[config.mk]
export PLATFORM = sky130hd
export DESIGN_NAME = uart_echo_responder
export DESIGN_NICKNAME = d
export VERILOG_FILES = /design/src/rtl/uart_pkg.sv /design/src/rtl/uart_byte_fifo.sv /design/src/rtl/uart_echo_responder.sv
export SDC_FILE = /design/constraint.sdc
export NUM_CORES = 1
export LEC_CHECK = 0
export CORE_AREA = 2 2 83 85
export DETAILED_ROUTE_END_ITERATION = 7
export DIE_AREA = 0 0 85 87
export PLACE_DENSITY_LB_ADDON = 0.3
export SLEW_MARGIN = 10
export SYNTH_ARGS = -nofsm -noshare
export SYNTH_HDL_FRONTEND = slang
export SYNTH_HIERARCHICAL = 1
export SYNTH_SLANG_ARGS = --single-unit
[constraint.sdc]
create_clock -name clk -period 3.3 [get_ports clk]
set_input_delay 0.33 -clock clk [delete_from_list [all_inputs] [get_ports clk]]
set_output_delay 0.33 -clock clk [all_outputs]
set_load 0.02 [all_outputs]
[src/rtl/uart_pkg.sv]
// Shared definitions for the UART echo responder: byte width, stats width,
// echo FSM state encoding and a saturating increment helper.
package uart_pkg;

   localparam int unsigned UART_BYTE_W = 8;
   localparam int unsigned UART_STAT_W = 16;

   typedef enum logic [1:0] {
      ST_IDLE = 2'd0,
      ST_SEND = 2'd1,
      ST_GAP  = 2'd2
   } echo_state_t;

   // Increment that sticks at all-ones instead of wrapping
   function automatic logic [UART_STAT_W-1:0] sat_inc(input logic [UART_STAT_W-1:0] value);
      return (value == '1) ? value : value + UART_STAT_W'(1);
   endfunction

endpackage

[src/rtl/uart_byte_fifo.sv]
// Circular byte FIFO with registered occupancy. Pointers wrap naturally;
// the occupancy counter is one bit wider so full and empty are distinct.
module uart_byte_fifo
   import uart_pkg::*;
#(
   parameter int unsigned DEPTH = 8
) (
   input  logic                   clk,
   input  logic                   reset,
   input  logic                   push,
   input  logic                   pop,
   input  logic [UART_BYTE_W-1:0] wr_data,
   output logic [UART_BYTE_W-1:0] rd_data_c,
   output logic                   full_c,
   output logic                   empty_c,
   output logic [$clog2(DEPTH):0] level
);

   localparam int unsigned PTR_W = $clog2(DEPTH);

   logic [UART_BYTE_W-1:0] mem [DEPTH];
   logic [PTR_W-1:0]       wr_ptr;
   logic [PTR_W-1:0]       rd_ptr;
   logic                   wr_en_c;
   logic                   rd_en_c;

   assign full_c    = (level == (PTR_W+1)'(DEPTH));
   assign empty_c   = (level == '0);
   assign rd_en_c   = pop && !empty_c;
   // A push into a full buffer is only safe when the head leaves in the same cycle
   assign wr_en_c   = push && (!full_c || rd_en_c);
   assign rd_data_c = mem[rd_ptr];

   // Storage array; contents need no reset since level gates every read
   always_ff @(posedge clk) begin
      if (wr_en_c) begin
         mem[wr_ptr] <= wr_data;
      end
   end

   // Pointers and occupancy
   always_ff @(posedge clk) begin
      if (reset) begin
         wr_ptr <= '0;
         rd_ptr <= '0;
         level  <= '0;
      end else begin
         if (wr_en_c) begin
            wr_ptr <= wr_ptr + PTR_W'(1);
         end
         if (rd_en_c) begin
            rd_ptr <= rd_ptr + PTR_W'(1);
         end
         unique case ({wr_en_c, rd_en_c})
            2'b10:   level <= level + (PTR_W+1)'(1);
            2'b01:   level <= level - (PTR_W+1)'(1);
            default: level <= level;
         endcase
      end
   end

endmodule

[src/rtl/uart_echo_responder.sv]
// Device-side UART echo responder: buffers received bytes and replays each
// one (XORed with ECHO_XOR) to the transmitter, with an optional idle gap.
// Optional feature macro: UART_ECHO_STATS_EN adds saturating rx/tx counters.
module uart_echo_responder
   import uart_pkg::*;
#(
   parameter int unsigned            DEPTH      = 8,
   parameter logic [UART_BYTE_W-1:0] ECHO_XOR   = 8'h00,
   parameter logic [15:0]            GAP_CYCLES = 16'd0
) (
   input  logic                   clk,
   input  logic                   reset,
   input  logic                   i_Rx_Done,
   input  logic [UART_BYTE_W-1:0] i_Rx_Byte,
   input  logic                   i_Tx_Done,
   output logic                   o_Tx_Ready,
   output logic [UART_BYTE_W-1:0] o_Tx_Byte,
   output logic                   o_Busy,
   output logic [$clog2(DEPTH):0] o_Level,
   output logic                   o_Overrun,
   input  logic                   i_Clr_Overrun
`ifdef UART_ECHO_STATS_EN
   ,
   output logic [UART_STAT_W-1:0] o_Rx_Count,
   output logic [UART_STAT_W-1:0] o_Tx_Count
`endif
);

   echo_state_t            state;
   logic [15:0]            gap_cnt;
   logic [UART_BYTE_W-1:0] fifo_head_c;
   logic                   fifo_full_c;
   logic                   fifo_empty_c;
   logic                   pop_c;
   logic                   accept_c;
   logic                   drop_c;

   assign pop_c    = (state == ST_IDLE) && !fifo_empty_c;
   assign accept_c = i_Rx_Done && (!fifo_full_c || pop_c);
   assign drop_c   = i_Rx_Done && fifo_full_c && !pop_c;

   uart_byte_fifo #(
      .DEPTH (DEPTH)
   ) u_fifo (
      .clk       (clk),
      .reset     (reset),
      .push      (i_Rx_Done),
      .pop       (pop_c),
      .wr_data   (i_Rx_Byte),
      .rd_data_c (fifo_head_c),
      .full_c    (fifo_full_c),
      .empty_c   (fifo_empty_c),
      .level     (o_Level)
   );

   // Echo FSM: launch one byte, wait for the transmitter, then optional idle gap
   always_ff @(posedge clk) begin
      if (reset) begin
         state      <= ST_IDLE;
         gap_cnt    <= '0;
         o_Tx_Ready <= 1'b0;
         o_Tx_Byte  <= '0;
         o_Busy     <= 1'b0;
      end else begin
         o_Tx_Ready <= 1'b0;
         unique case (state)
            ST_IDLE: begin
               if (pop_c) begin
                  o_Tx_Byte  <= fifo_head_c ^ ECHO_XOR;
                  o_Tx_Ready <= 1'b1;
                  o_Busy     <= 1'b1;
                  state      <= ST_SEND;
               end
            end
            ST_SEND: begin
               if (i_Tx_Done) begin
                  if (GAP_CYCLES != 16'd0) begin
                     // Counter spans GAP_CYCLES idle clocks including the exit cycle
                     gap_cnt <= GAP_CYCLES - 16'd1;
                     state   <= ST_GAP;
                  end else begin
                     o_Busy <= 1'b0;
                     state  <= ST_IDLE;
                  end
               end
            end
            ST_GAP: begin
               if (gap_cnt == 16'd0) begin
                  o_Busy <= 1'b0;
                  state  <= ST_IDLE;
               end else begin
                  gap_cnt <= gap_cnt - 16'd1;
               end
            end
            default: begin
               o_Busy <= 1'b0;
               state  <= ST_IDLE;
            end
         endcase
      end
   end

   // Sticky overrun flag; a fresh drop beats a simultaneous clear
   always_ff @(posedge clk) begin
      if (reset) begin
         o_Overrun <= 1'b0;
      end else if (drop_c) begin
         o_Overrun <= 1'b1;
      end else if (i_Clr_Overrun) begin
         o_Overrun <= 1'b0;
      end
   end

`ifdef UART_ECHO_STATS_EN
   // Saturating counts of accepted bytes and launched echoes
   always_ff @(posedge clk) begin
      if (reset) begin
         o_Rx_Count <= '0;
         o_Tx_Count <= '0;
      end else begin
         if (accept_c) begin
            o_Rx_Count <= sat_inc(o_Rx_Count);
         end
         if (pop_c) begin
            o_Tx_Count <= sat_inc(o_Tx_Count);
         end
      end
   end
`else
   // Acceptance only feeds the counters; keep it referenced when they are absent
   logic unused_accept_c;
   assign unused_accept_c = accept_c;
`endif

endmodule

==> metrics.md, run 1 <==
| Metric | Value |
|---|---|
| Reg2reg path depth | 7 |
| Initial core utilization | 0.5564 |
| CP arrival | just under 3 ns |
| Finished Cell Area | 4183 um^2 |
| Gate Count Post-Synth | 226 |
| CP Max Fanout | 9 |
| Leakage power | around 0.0014 uW |
| Total track usage | 0.1787 |
| Vias in the first global route | ~1900 |
| Clock slew at reported path FFs | 0.09 ns |
| Seq/Total Area, Yosys | 0.6573 |
| Core Rows | 30 |
| Placed cell areas | approximately 4000 um^2 |
| Most common cell after layout, fill and taps aside | edfxtp_1 |
| Die span in y | 87 um |
| Most area-consuming cells after synthesis | edfxtp_1 (53%), dfxtp_1 (13%), mux4_1 (12%), mux2_2 (2.5%), nor2_1 (2.0%) |
| Clock skew | 0.01276 ns |
| Maximum clock rate | ~340 MHz |
| Critical Path End Type | flip-flop |
| Filler instances | 480 |
| WP data required | 3.29 ns |
| Max Used Layer | met4 |
| Initial antenna violation count | 0 |
| Final wirelength | 6060 um |
| Final nets | ~280 |
| Mapped Nets | about 240 |
| Hold Path Class | flip-flop to flip-flop |
| CP Launch Type | flip-flop |
| First-pass GRT wire length | a little under 10000 um |
| Final count of negative-setup-slack endpoints | 0 |
| Avg Inst Size Synth | 16.17 um^2 |
| # diodes | 0 |
| CP startpoint | u_fifo/level[0]$_SDFFE_PP0P_ |
| Status | finished, final reports clean |
| Least-Margin Pin Slew | ~0.77 ns |
| CP delay by family, top | simple AND/OR/NAND/NOR gates |
| Capture point of the worst reg-to-reg path | u_fifo/mem[2][2]$_DFFE_PP_ |
| CORE AREA | between 6000 and 7000 um^2 |
| Post-DP HPWL | around 4000 um |
| Worst reg2reg setup slack | roughly 0.34 ns |
| DRT iter0 DRCs | 109 |
| Yosys reg bits | 88 |
| CTS Buf Count | 9 |
| Synth area leader | edfxtp_1 |
| Crit path cell chain | or3_1 > nor2_1 > nor2_1 > nand2b_1 > o21ai_2 > or2_2 > nor2_1 |
| Pwr dens | between 700 and 800 nW/um^2 |
| Hold EP | o_Overrun$_SDFFE_PP0P_ |
| Post-Syn Area | around 3700 um^2 |
| Routed wl met3 | between 200 and 250 um |
| Tmin final | 2.962 ns |
| DR vias | between 1500 and 2000 |
| Worst skew pair latency | 0.36 ns |
| Worst r2r src | u_fifo/level[0]$_SDFFE_PP0P_ |
| Drt drc | 0 |
| Max Cap Viol | 0 |
| Met2 routed WL | 2839 um |
| Number of I/O pins | 28 |
| Post-CTS setup repair buffer count | 0 |
| Crit path max-delay cell type | nor2_1 |
| Clock H-tree levels | 3 |
| CTS resizes | 0 |
| PortBufs | 27 |
| WL per Instance | 17.67 um |
| WS Path Type | flip-flop to flip-flop |
| Post-synth cell types | 36 |
| Worst hold stages | 2 |
| GRT overflow | 0 |
| Max incr delay on CP | 0.58 ns |
| Post-DRT Antenna Nets | 0 |
| CTS Root Cell | clkbuf_8 |
| CTS Hold Bufs | 0 |
| CTS Buffer Depth | 2 |
| Max-slew violations | 0 |
| Hold WS | a little under 0.5 ns |
| CTS sink cnt | 88 |
| Final Cycle Share | 0.8976 |
| Largest net degree at the start of global routing | 26 |
| Gpl congestion | 0.7901 |
| CP Buf/Inv Count | 0 |
| Most common cell on crit path | nor2_1 |
| Slew HR | 0.4837 |
| Share of layout cells above drive strength 1 | 0.1445 |
| Hold Vio Cnt, Final | 0 |
| Area Growth Syn to Fin | 14.45% |
| Synth top area share | 0.5258 |
| Final Util | 0.6368 |
| WL met1 | between 2000 and 3000 um |
| Worst vdd ir | around 0.57 mV |
| CTS tree | built |
| Most frequent cells in the layout | edfxtp_1 (64), clkdlybuf4s50_1 (27), dfxtp_1 (24) |
| Hold path startpoint | o_Overrun$_SDFFE_PP0P_ |
| Drt pass-1 iters | 4 |
| Die width | 85 um |
| RSZ-0062 raised after global routing | false |
| Vias/cell | slightly below 6 |
| Die footprint | about 7400 um^2 |
| Setup TNS | 0 ns |
| Ys Warns | 6 |
## logic make-up after synthesis
family                   count (synthesis)  synth area share
flip-flops                              88            0.6573
multiplexers                            27            0.1479
buffers and inverters                   19           0.02944
adder cells (fa/ha/maj)                  5           0.01917
XOR/XNOR                                 6           0.01438
AND/OR/NAND/NOR                         50           0.07532
AO/OA/AOI/OAI                           31           0.05649
## per-stage QoR
| step | power (uW) | std cells | setup WS, ns |
|---|---|---|---|
| 2_1_floorplan | 2210 | 226 | 0.4340 |
| 3_3_place_gp | 2462 | 327 | 0.4831 |
| 6_report | 3162 | 343 | 0.3381 |
| 3_5_place_dp | 2491 | 327 | 0.3566 |
| 4_1_cts | 3186 | 343 | 0.3376 |
| 5_1_grt | 3341 | 343 | 0.1551 |
## final cells by class
class                           count  area [um^2]  area share
Sequential cell                    88         2402      0.5743
Multi-Input combinational cell    119         1145      0.2737
Timing Repair Buffer               36        337.8     0.08077
Clock buffer                        9        123.9     0.02961
Tap cell                           80        100.1     0.02393
Clock inverter                      7        58.81     0.01406
Inverter                            4        15.01    0.003590
## cells in the mapped netlist
| master | n |
|---|---|
| a21oi_1 | 11 |
| o21ai_1 | 1 |
| nor3_1 | 4 |
| and2_1 | 1 |
| nand2b_1 | 4 |
| nand2_1 | 3 |
| buf_1 | 2 |
| nor2b_1 | 1 |
| mux4_1 | 16 |
| nor2_1 | 19 |
| edfxtp_1 | 64 |
| o2111ai_1 | 1 |
| or4b_1 | 1 |
| nand4_1 | 3 |
| o21ai_0 | 7 |
| nand3_1 | 1 |
| o311a_1 | 2 |
| xnor2_1 | 3 |
| clkbuf_1 | 4 |
| or3b_1 | 8 |
| buf_2 | 3 |
| or3_1 | 3 |
| a211oi_1 | 2 |
| fa_1 | 1 |
| xor2_1 | 3 |
| clkbuf_2 | 2 |
| o21ai_2 | 2 |
| mux2i_1 | 3 |
| or2_2 | 2 |
| buf_6 | 4 |
| mux2_2 | 8 |
| ha_1 | 4 |
| inv_1 | 4 |
| a211oi_4 | 1 |
| dfxtp_1 | 24 |
| o211ai_1 | 4 |
## worst max path at each step
| stage | cells after the start | endpoint |
|---|---|---|
| 2_1_floorplan | 10 | u_fifo/mem[0][0]$_DFFE_PP_ |
| 5_1_grt | 7 | u_fifo/mem[2][2]$_DFFE_PP_ |
| 3_5_place_dp | 7 | u_fifo/mem[2][7]$_DFFE_PP_ |
| 6_report | 7 | u_fifo/mem[2][2]$_DFFE_PP_ |
| 3_3_place_gp | 7 | u_fifo/mem[2][3]$_DFFE_PP_ |
| 4_1_cts | 7 | u_fifo/mem[2][2]$_DFFE_PP_ |
## metal layers
metal  GRT usage  up-vias
li1            -      953
met3     0.05213       10
met1      0.2523      992
met5           0        -
met4     0.06061        0
met2      0.2692       42
## worst register-to-register path: cells and delay by family, from the launching register on
kind,cells,cell delay [ns]
and+or+nand+nor,6,2.05
DFF,1,0.45
AOI/OAI and AO/OA,1,0.10
## power by group
part	total (uW)	switching [uW]	leakage [uW]	internal [uW]
Clock	693	405	0.0000929	288
Combinational	1060	551	0.000555	513
Sequential	1400	91.6	0.000778	1310
Total	3160	1050	0.00143	2110
## registers in the layout, indices dropped and copies added, names as in the netlist, named ones only
| register | cells |
|---|---|
| u_fifo/rd_ptr | 3 |
| u_fifo/level | 4 |
| o_Tx_Ready | 1 |
| u_fifo/mem | 64 |
| o_Busy | 1 |
| o_Tx_Byte | 8 |
| o_Overrun | 1 |
| u_fifo/wr_ptr | 3 |
No activity file was read; power rests on OpenSTA's default activity.
==> run 2: changes to the inputs <==
--- a/config.mk
+++ b/config.mk
@@ -5,9 +5,9 @@
 export SDC_FILE = /design/constraint.sdc
 export NUM_CORES = 1
 export LEC_CHECK = 0
-export CORE_AREA = 2 2 83 85
+export CORE_AREA = 4 4 116 118
 export DETAILED_ROUTE_END_ITERATION = 7
-export DIE_AREA = 0 0 85 87
+export DIE_AREA = 0 0 120 122
 export PLACE_DENSITY_LB_ADDON = 0.3
 export SLEW_MARGIN = 10
 export SYNTH_ARGS = -nofsm -noshare
==> run 2 against run 1 <==
  * Non-clock buffer count up 5
  * Utilization down 28 points
  * Sequential power about the same
  * Critical endpoint is now u_fifo/level[3]$_SDFFE_PP0P_
  * Flip-flop and latch count unchanged
  * Largest power group unchanged
  * Highest routed layer unchanged
  * Global-route usage down 8.0 points
==> metrics.md, run 2 (synthesized netlist as in run 1, its figures left out) <==
| Metric | Value |
|---|---|
| Most frequent cells in the layout | edfxtp_1 (64), clkdlybuf4s50_1 (27), dfxtp_1 (24) |
| M3 GR Usage | 0.03157 |
| Max FFs per register | between 60 and 70 |
| GRT overflow | 0 |
| Hold path startpoint | o_Overrun$_SDFFE_PP0P_ |
| CTS Hold Bufs | 0 |
| Max-slew violations | 0 |
| Post-DP HPWL | about 4400 um |
| Worst vdd ir | approximately 0.25 mV |
| Initial core utilization | 0.2932 |
| Hold Vio Cnt, Final | 0 |
| CTS Root Cell | clkbuf_16 |
| CTS tree | built |
| CTS Buf Count | 9 |
| WS Path Type | flip-flop to flip-flop |
| WL per Instance | roughly 15 um |
| Most common cell after layout, fill and taps aside | edfxtp_1 |
| Post-DRT Antenna Nets | 0 |
| Placed cell areas | a little over 4000 um^2 |
| WP data required | roughly 3.6 ns |
| Die span in y | about 120 um |
| CP startpoint | u_fifo/level[0]$_SDFFE_PP0P_ |
| CTS sink cnt | 88 |
| Worst r2r src | u_fifo/level[0]$_SDFFE_PP0P_ |
| DR vias | between 1500 and 2000 |
| Met2 Use GR | 0.1433 |
| Max Cap Viol | 0 |
| CORE AREA | between 10000 and 15000 um^2 |
| Hold Path Class | flip-flop to flip-flop |
| Core Rows | between 40 and 50 |
| CP Launch Type | flip-flop |
| Initial antenna violation count | 0 |
| DRT iter0 DRCs | ~140 |
| Top reg by flops | u_fifo/mem |
| Worst hold stages | 2 |
| Largest registers | u_fifo/mem: 64 flops, o_Tx_Byte: 8 flops, u_fifo/level: 4 flops |
| Worst skew pair latency | around 0.33 ns |
| Die footprint | 14640 um^2 |
| Slew HR | 0.5057 |
| Clock H-tree levels | 3 |
| Post-CTS setup repair buffer count | 0 |
| CTS Buffer Depth | 2 |
| Busiest grt layer | met2 |
| Final Cycle Share | 0.7783 |
| Number of I/O pins | 28 |
| CP Max Fanout | 7 |
| CTS resizes | 0 |
| Clock skew | ~0.0087 ns |
| # diodes | 0 |
| Die width | about 120 um |
| PortBufs | 27 |
| Largest net degree at the start of global routing | 26 |
| Final count of negative-setup-slack endpoints | 0 |
| First-pass GRT wire length | roughly 11000 um |
| Reg2reg path depth | 11 |
| Clock slew at reported path FFs | ~0.060 ns |
| Vias/cell | approximately 4.4 |
| Least-Margin Pin Slew | 0.7404 ns |
| Pwr dens | between 700 and 800 nW/um^2 |
| Critical Path End Type | flip-flop |
| Finished Layout Cells | between 400 and 500 |
| Finished Cell Area | around 4500 um^2 |
| Drt pass-1 iters | 4 |
| Total track usage | 0.09854 |
| Share of layout cells above drive strength 1 | 0.1604 |
| Tmin final | roughly 2.6 ns |
| Status | finished, final reports clean |
| Final nets | 281 |
| CP arrival | about 2.8 ns |
| Placed Cells | between 400 and 500 |
| Area Growth Syn to Fin | 21.91% |
| Leakage power | ~0.0015 uW |
| Drt drc | 0 |
| Setup TNS | 0 ns |
| Gpl congestion | 0.7466 |
| Tot Pwr | 3518 uW |
| Final wirelength | between 6000 and 7000 um |
| Maximum clock rate | just under 400 MHz |
| Vias in the first global route | between 1500 and 2000 |
| RSZ-0062 raised after global routing | false |
| Met1 Use GR | 0.1375 |
==> run 2: changes by cell type in the layout (fill, tap and decap cells not counted) <==
| cell | previous run | this run |
|---|---|---|
| buf_4 | 9 | 14 |
| bufinv_16 | 0 | 1 |
| clkbuf_16 | 0 | 9 |
| clkbuf_8 | 9 | 0 |
| clkinv_2 | 1 | 2 |
| clkinv_4 | 0 | 1 |
| clkinvlp_4 | 1 | 0 |
| inv_6 | 4 | 2 |
==> run 2: per-layer routing <==
metal  up-vias  share of wire
met5         -              0
met4         0          0.011
li1        964              -
met1       947           0.50
met2        35           0.44
met3         7          0.047
==> run 2: area by class of cell <==
type | count | area [um^2]
Fill cell | 1187 | 8010
Sequential cell | 88 | 2402
Multi-Input combinational cell | 119 | 1145
Timing Repair Buffer | 41 | 375.4
Clock buffer | 9 | 225.2
Tap cell | 172 | 215.2
Clock inverter | 7 | 77.57
Inverter | 4 | 15.01
==> run 2: worst paths after layout <==
check,endpoint,slack (ns)
setup / recovery,u_fifo/level[3]$_SDFFE_PP0P_,0.73
hold / removal,o_Overrun$_SDFFE_PP0P_,0.47
setup reg to reg,u_fifo/level[3]$_SDFFE_PP0P_,0.73
hold reg to reg,o_Overrun$_SDFFE_PP0P_,0.47
==> run 2: through the flow <==
step	utilization	setup WS (ns)	hold slack [ns]
detailed placement	0.3331	0.7599	0.4673
CTS	0.3574	0.7183	0.4744
floorplan	-	0.4340	0.4028
global route	0.3574	0.5101	0.5077
global placement	0.3331	0.8443	0.4631
finish	0.3574	0.7316	0.4690
==> run 2: power by group <==
group / switching [uW] / internal [uW] / total, uW / leakage, uW
logic: 567 / 529 / 1100 / 0.000581
registers: 88.8 / 1310 / 1400 / 0.000778
clock network: 424 / 596 / 1020 / 0.000152
total: 1080 / 2440 / 3520 / 0.00151
==> run 2: critical path, cell delays in order, from the launching register on <==
cell	delay [ns]
dfxtp_1	0.45
or3_1	0.30
nor2_1	0.08
nor2_1	0.17
o21ai_2	0.10
or2_2	0.32
inv_1	0.09
ha_1	0.27
a21oi_1	0.17
nand2_1	0.12
or3_1	0.35
nand4_1	0.09
==> run 3: changes to the inputs <==
==> constraint.sdc (replaced) <==
create_clock -name clk -period 2.2 [get_ports clk]
set_input_delay 0.22 -clock clk [delete_from_list [all_inputs] [get_ports clk]]
set_output_delay 0.22 -clock clk [all_outputs]
set_load 0.02 [all_outputs]
==> run 3 against run 2 <==
  * Utilization increased by 1.4 points
  * Non-clock buffer count increased by 10
  * Power increased by 56%
  * Final area increased by 4.0%
  * Combinational power increased by 78%
  * Critical endpoint unchanged
==> metrics.md, run 3 (synthesized netlist as in run 1, its figures left out) <==
| Metric | Value |
|---|---|
| PortBufs | 27 |
| Max Cap Viol | 0 |
| Final Cycle Share | 0.9736 |
| CTS Buffer Depth | 2 |
| Most frequent cells in the layout | edfxtp_1 (64), clkdlybuf4s50_1 (27), buf_4 (22) |
| Max incr delay on CP | approximately 0.4 ns |
| Worst skew pair latency | between 0.3 and 0.4 ns |
| CORE AREA | 12470 um^2 |
| Maximum clock rate | about 470 MHz |
| Least-Margin Pin Slew | between 0.8 and 0.9 ns |
| Drt pass-1 iters | 4 |
| CP arrival | roughly 2.4 ns |
| Pwr dens | roughly 1200 nW/um^2 |
| Post-DRT Antenna Nets | 0 |
| DR vias | 1983 |
| CP startpoint | u_fifo/level[2]$_SDFFE_PP0P_ |
| Status | finished, final reports clean |
| WL per Instance | around 15 um |
| Final wirelength | just under 7000 um |
| Hold path startpoint | i_Tx_Done |
| Initial core utilization | 0.2932 |
| Critical Path End Type | flip-flop |
| CP delay by family, top | simple AND/OR/NAND/NOR gates |
| Max-slew violations | 0 |
| CP Buf/Inv Count | 2 |
| Seq. cell area | about 2400 um^2 |
| GRT overflow | 0 |
| Vias in the first global route | 2005 |
| Drt drc | 0 |
| Share of layout cells above drive strength 1 | 0.2554 |
| CTS tree | built |
| Number of I/O pins | 28 |
| DRT iter0 DRCs | ~110 |
| Post-DP HPWL | between 4000 and 5000 um |
| Die footprint | 14640 um^2 |
| Final Util | 0.3718 |
| Clock H-tree levels | 3 |
| Die span in y | ~120 um |
| CP Max Fanout | 4 |
| Die width | around 120 um |
| Max FFs per register | 64 |
| Worst vdd ir | between 0.4 and 0.5 mV |
| Most common cell after layout, fill and taps aside | edfxtp_1 |
| Worst r2r src | u_fifo/level[2]$_SDFFE_PP0P_ |
| Largest registers | u_fifo/mem: 64 flops, o_Tx_Byte: 8 flops, u_fifo/level: 4 flops |
| Final count of negative-setup-slack endpoints | 0 |
| Total track usage | 0.1004 |
| PnR worst setup slack | 0.05809 ns |
| CTS Buf Count | 9 |
| RSZ-0062 raised after global routing | true |
| Setup TNS | 0 ns |
| CTS sink cnt | 88 |
| Worst slack, placed | -0.007185 ns |
| WP data required | around 2.5 ns |
| CP Launch Type | flip-flop |
| Crit path cell chain | or3_4 > nor2_4 > nor2_2 > buf_6 > o21ai_4 > or2_4 > inv_4 > ha_4 > a21oi_2 > nand2_2 > or3_1 > nand4_1 |
| Filler instances | between 1000 and 1500 |
| Area Growth Syn to Fin | 26.81% |
| Final nets | 291 |
| Initial antenna violation count | 0 |
| Vias/cell | 4.407 |
| First-pass GRT wire length | ~11000 um |
| CTS Root Cell | clkbuf_16 |
| Slew HR | 0.4144 |
| Tmin final | 2.142 ns |
| Clock slew at reported path FFs | around 0.070 ns |
| Top reg by flops | u_fifo/mem |
| Crit path max-delay cell type | or3_4 |
| Gpl congestion | about 0.7 |
| Multi-input gate area | between 1000 and 1500 um^2 |
| WS Path Type | flip-flop to flip-flop |
| Tot Pwr | 5498 uW |
| Core Rows | between 40 and 50 |
| Hold Path Class | input pin to flip-flop |
| Largest net degree at the start of global routing | 25 |
| Clock skew | a little over 0.009 ns |
| Hold Vio Cnt, Final | 0 |
| # diodes | 0 |
| Leakage power | about 0.0016 uW |
## run 3: final timing paths
check / cells past startpoint / slack, ns / to
setup / recovery: 12 / 0.06 / u_fifo/level[3]$_SDFFE_PP0P_
hold / removal: 2 / 0.45 / o_Busy$_SDFFE_PP0P_
setup reg to reg: 12 / 0.06 / u_fifo/level[3]$_SDFFE_PP0P_
hold reg to reg: 2 / 0.47 / o_Overrun$_SDFFE_PP0P_
## run 3: repair_timing
action,4_1_cts,5_1_grt
pin swaps,0,7
resized for setup,1,4
endpoints found under the setup margin,1,1
buffers inserted,0,1
hold buffers,0,0
gates cloned,0,0
## run 3: worst reg2reg max path: cells and delay by family (launching register included)
kind | cells | cell delay, ns
and+or+nand+nor | 7 | 1.21
AOI/OAI and AO/OA | 2 | 0.18
buffers and inverters | 2 | 0.15
DFF | 1 | 0.34
adders and majority gates | 1 | 0.22
## run 3: area by class of cell
type,instances,share of cell area
clock buffers,9,0.04860
clock inverters,7,0.01485
inverters,4,0.003780
multi-input cells,119,0.2648
flip-flops and latches,88,0.5208
well taps,172,0.04644
repair buffers,51,0.1007
## run 3: through the flow
stage / std cells / cell area, um^2 / hold slack, ns
floorplan: 226 / 3757 / 0.2928
detailed placement: 433 / 4317 / 0.4644
global route: 450 / 4634 / 0.4570
global placement: 433 / 4317 / 0.4605
CTS: 449 / 4616 / 0.4469
finish: 450 / 4634 / 0.4519
## run 3: per-layer routing
metal,vias to the layer above,share of wire,track usage
li1,976,-,-
met1,963,0.47,0.1260
met2,35,0.48,0.1612
met3,9,0.040,0.03203
met4,0,0.015,0.04080
met5,-,0,0
## run 3: report_power, final
part / leakage (uW) / total, uW / switching [uW] / internal, uW
registers: 0.000780 / 2060 / 80.5 / 1980
logic: 0.000636 / 1960 / 973 / 991
clock network: 0.000146 / 1470 / 669 / 800
